$ cat src/rtl/dmem_reader.sv
// dmem_reader: streams LENGTH bytes (low byte of each word) from data memory starting at BASE_ADDR.
// Optional running checksum of accepted pixels, enabled by defining DMEM_READER_CHECKSUM_EN.
module dmem_reader #(
  parameter int unsigned BASE_ADDR = 0,
  parameter int unsigned LENGTH    = 129600
) (
  input  logic        clk,
  input  logic        rst_n,
  input  logic        start,
  output logic [31:0] mem_addr,
  input  logic [31:0] mem_rd,
  output logic [7:0]  px_data,
  output logic        px_valid,
  input  logic        px_ready,
  output logic        busy,
  output logic        done,
  output logic [15:0] checksum
);

  localparam int unsigned ADDR_W = 32;
  localparam int unsigned CNT_W  = 17;
  localparam int unsigned PX_W   = 8;
  localparam int unsigned SUM_W  = 16;

  localparam logic [CNT_W-1:0]  LAST_CNT = CNT_W'(LENGTH - 1);
  localparam logic [ADDR_W-1:0] BASE     = ADDR_W'(BASE_ADDR);

  typedef enum logic [1:0] {
    IDLE,
    FETCH,
    SEND,
    FINISH
  } state_e;

  state_e            state_q, state_d;
  logic [ADDR_W-1:0] addr_q, addr_d;
  logic [CNT_W-1:0]  cnt_q, cnt_d;
  logic [PX_W-1:0]   data_q, data_d;
  logic              valid_q, valid_d;
  logic              busy_q, busy_d;
  logic              done_q, done_d;
  logic              handshake;

  // Only the low byte of each memory word carries pixel data.
  logic [23:0] unused_mem_hi;
  assign unused_mem_hi = mem_rd[31:8];

  assign handshake = valid_q & px_ready;

  // Next-state and registered-output logic.
  always_comb begin
    state_d = state_q;
    addr_d  = addr_q;
    cnt_d   = cnt_q;
    data_d  = data_q;
    valid_d = valid_q;
    busy_d  = busy_q;
    done_d  = 1'b0;
    case (state_q)
      IDLE: begin
        if (start) begin
          state_d = FETCH;
          addr_d  = BASE;
          cnt_d   = '0;
          busy_d  = 1'b1;
        end
      end
      FETCH: begin
        data_d  = mem_rd[PX_W-1:0];
        valid_d = 1'b1;
        state_d = SEND;
      end
      SEND: begin
        if (handshake) begin
          valid_d = 1'b0;
          if (cnt_q == LAST_CNT) begin
            state_d = FINISH;
            busy_d  = 1'b0;
            done_d  = 1'b1;
          end else begin
            addr_d  = addr_q + ADDR_W'(1);
            cnt_d   = cnt_q + CNT_W'(1);
            state_d = FETCH;
          end
        end
      end
      FINISH: begin
        state_d = IDLE;
      end
      default: begin
        state_d = IDLE;
      end
    endcase
  end

  always_ff @(posedge clk) begin
    if (!rst_n) begin
      state_q <= IDLE;
      addr_q  <= '0;
      cnt_q   <= '0;
      data_q  <= '0;
      valid_q <= 1'b0;
      busy_q  <= 1'b0;
      done_q  <= 1'b0;
    end else begin
      state_q <= state_d;
      addr_q  <= addr_d;
      cnt_q   <= cnt_d;
      data_q  <= data_d;
      valid_q <= valid_d;
      busy_q  <= busy_d;
      done_q  <= done_d;
    end
  end

  assign mem_addr = addr_q;
  assign px_data  = data_q;
  assign px_valid = valid_q;
  assign busy     = busy_q;
  assign done     = done_q;

`ifdef DMEM_READER_CHECKSUM_EN
  logic [SUM_W-1:0] sum_q, sum_d;

  // Cleared on run start, accumulates each accepted pixel, holds after done.
  always_comb begin
    sum_d = sum_q;
    if (state_q == IDLE && start) begin
      sum_d = '0;
    end else if (state_q == SEND && handshake) begin
      sum_d = sum_q + SUM_W'(data_q);
    end
  end

  always_ff @(posedge clk) begin
    if (!rst_n) begin
      sum_q <= '0;
    end else begin
      sum_q <= sum_d;
    end
  end

  assign checksum = sum_q;
`else
  assign checksum = 16'h0000;
`endif

endmodule

$ cat config.mk
export PLATFORM = sky130hd
export DESIGN_NAME = dmem_reader
export DESIGN_NICKNAME = d
export VERILOG_FILES = /design/src/rtl/dmem_reader.sv
export SDC_FILE = /design/constraint.sdc
export NUM_CORES = 1
export LEC_CHECK = 0
export ABC_AREA = 1
export BUFFER_PORTS_ARGS = -buffer_cell sky130_fd_sc_hd__buf_4
export CORE_MARGIN = 10
export CORE_UTILIZATION = 39
export DETAILED_ROUTE_END_ITERATION = 7
export GPL_TIMING_DRIVEN = 0
export PLACE_DENSITY = 0.64
export SETUP_SLACK_MARGIN = 0.1
export SYNTH_ARGS = -nofsm -noshare
export SYNTH_HDL_FRONTEND = slang
export SYNTH_SLANG_ARGS = --single-unit
$ cat constraint.sdc
create_clock -name clk -period 2.3 [get_ports clk]
set_input_delay 0.46 -clock clk [delete_from_list [all_inputs] [get_ports clk]]
set_output_delay 0.46 -clock clk [all_outputs]
set_load 0.01 [all_outputs]
==> impl_metrics.yaml <==
outcome:
  run_status: "completed"
drt:
  detailedRoute.firstPassIterationCount: 5
  avgRoutedWirePerCell_microns: 12.69
  drt_wl_total_mm: 10.94
  vias: 4009
  average_via_count_per_standard_cell: 4.651
  post_route_ant_nets: 0
  residual_drc: 0
  drt_iter0_markers: 208
logic_synthesis:
  synth_largest_area_cell: "sky130_fd_sc_hd__dfxtp_1"
  ys.warnings.count: 0
  synth_cell_type_count: 29
  count_of_state_elements_after_synthesis: 62
  avgSynthCellArea_sq_um: 5.917
  synth.top_cell.area_share_pct: 32.52
  yosys-top-cells-area: "sky130_fd_sc_hd__dfxtp_1, sky130_fd_sc_hd__nand2_1, sky130_fd_sc_hd__nor2_1, sky130_fd_sc_hd__inv_1, sky130_fd_sc_hd__nand3_1"
  synthesis.instances: 645
  synth_area_sq_um: 3816
  portion_of_the_post_synthesis_area_used_by_sequential_elements_pct: 32.52
clocking:
  post-cts-setup-buffers: 0
  clock_tree.buffer_depth: 2
  clk_transition_reported_paths_ns: 0.08
  clock_sinks: 62
  ctsHtreeMaxLevel: 3
  tritoncts.num_buffers: 9
  tritoncts: "built"
  clk_latency_ns: 0.35
  root_buffer_selected_by_cts: "sky130_fd_sc_hd__clkbuf_8"
sta:
  setup_ws_ns: 0.2876
  slew_viol_final: 0
  setup_tns_ns: 0
  final_worst_clock_skew_ns: 0.008738
  period_minus_slack_ns: 2.012
  whs_ns: 0.3303
  slew-limit-headroom_pct: 57.80
  max_clock_freq_mhz: 496.9
  period_share_pct: 87.50
  grt_setup_unrepaired: "false"
  final_hold_viol_count: 0
  transition_time_at_the_pin_with_the_least_slew_margin_ns: 0.6329
  report.final.setup_viol: 0
power:
  total_leakage_power_nw: 2.072
  pwr_density_cell_nw_per_um2: 576.5
  power_mw: 2.714
  vdd.ir_drop.worst_uv: 414.7
critical_path:
  startpoint_type: "flip-flop"
  crit_path_end_kind: "flip-flop"
  critical_path_data_arrival_time_ns: 2.26
  worst_path_most_repeated_cell: "sky130_fd_sc_hd__nand2_1"
  cp_max_fo: 6
  cp_slowest_cell: "sky130_fd_sc_hd__dfxtp_1"
  critPathMaxStageDelay_ns: 0.40
  cell_chain_of_the_critical_path: "ha_1 > nand2_1 > nor2_1 > nand2_1 > nor2_2 > inv_1 > o21ai_0 > nand2_1 > nand2_1 > inv_1"
  path_class: "flip-flop to flip-flop"
  timing.critical_path.required_ns: 2.55
layout:
  insertedDiodeCount: 0
  post_route_cells_drive_above_1_share_pct: 16.60
  final_design_area_no_fill_sq_um: 4708
  final_core_util_pct: 48.84
  number_of_nets_in_the_final_layout: 762
  area_growth_pct: 23.38
  final_cell_count_no_fill: 862
  final.fill_count: 1036
die:
  initial_core_util_pct: 39.59
  die_h_microns: 118.9
  row_count: 36
  top_level_ports: 95
  die_w_microns: 118.9
  core_sq_um: 9639
  fp.dieArea_sq_um: 14140
place:
  place_inst: 846
  globalplace.congestion: 0.9062
  place.detailed.hpwl_mm: 8.349
  portBuffers: 53
  post_dp_cell_area_sq_um: 4437
  pre_cts_slack_ns: 0.3529
global_route:
  via_count_of_the_first_global_routing_pass: 3869
  global_route.usage.total_pct: 15.26
  gr-total-overflow: 0
  grt_first_pass_wirelength_mm: 18.29
  maximum_number_of_pins_on_one_net_before_global_route_repair: 13
  grt_antenna_before_repair: 0
min_path:
  hold_path_class: "input port to flip-flop"
job:
  max_cap_viol_count: 0
[cell type report]
class	instances	area, sq um	share of cell area, %
clock inverter	7	145.1	3.083
sequential	62	1241	26.36
inverter	73	274.0	5.820
clock buffer	9	123.9	2.631
multi-input combinational	490	2135	45.34
tap	133	166.4	3.534
buffer	35	225.2	4.783
timing repair buffer	53	397.9	8.451
[worst paths after layout]
check                   start           end  slack, ns  cells after the start
setup / recovery  mem_addr[0]  mem_addr[12]       0.29                     10
hold / removal      mem_rd[1]    px_data[1]       0.33                      3
setup reg to reg  mem_addr[0]  mem_addr[12]       0.29                     10
hold reg to reg          busy          busy       0.49                      2
[routing by layer]
metal  vias up  GRT usage [%]  routed length [microns]  share of wire, %
li1       2113              -                        -                 -
met1      1786          17.56                     4899                45
met2        96          26.60                     5292                48
met3        14          4.487                      577               5.3
met4         0          4.809                      167               1.5
met5         -              0                        0                 0
[where the power goes]
group          internal, mW  switching [mW]  total [mW]
clock network         0.835           0.470        1.31
registers              1.09          0.0138        1.11
logic                 0.112           0.190       0.302
total                  2.04           0.674        2.71
[kinds of logic (layout without fill, tap and decap cells)]
group / after synthesis / in the layout / share of synthesized area (%)
AND/OR/NAND/NOR: 416 / 416 / 44.07
buffers and inverters: 108 / 177 / 13.08
flip-flops: 62 / 62 / 32.52
AO/OA/AOI/OAI: 52 / 52 / 8.656
XOR/XNOR: 4 / 4 / 0.9182
adder cells (fa/ha/maj): 2 / 2 / 0.6556
other: 1 / 16 / 0.09827
[Yosys cell counts, drive strengths merged]
master	instances
nand2	228
nor2	129
inv	73
dfxtp	62
nand3	44
buf	25
o21ai	24
a21oi	21
clkbuf	10
o21bai	7
nand4	6
nor3	6
xnor2	3
ha	2
nor3b	2
conb	1
or2	1
xor2	1
[placed cells by master (no fill, tap or decap), drive strengths merged]
cell      count
o21bai        7
nand3        44
nor3          6
or2           1
inv          74
ha            2
nand4         6
xnor2         3
xor2          1
nand2       228
clkbuf       19
conb         16
nor3b         2
buf          78
bufinv        4
a21oi        21
dfxtp        62
nor2        129
o21ai        24
clkinvlp      1
clkinv        1
[what timing repair did]
item	CTS	global route
gates resized for setup	0	1
endpoints found under the setup margin	0	1
hold buffers	0	0
hold endpoints to repair	0	0
[worst max-delay path, delay by kind of cell, from the launching register on]
family	cells	cell delay (ns)
AO/OA/AOI/OAI	1	0.18
adder cells (fa/ha/maj)	1	0.20
buffers and inverters	2	0.14
flip-flops	1	0.40
AND/OR/NAND/NOR	6	0.99
[sequential cells by signal (all words and copies together) (netlist names)]
| name | flops |
|---|---|
| busy | 1 |
| cnt_q | 17 |
| done | 1 |
| mem_addr | 32 |
| px_data | 8 |
| px_valid | 1 |
| state_q | 2 |
Power figures use the tool's default switching activity.
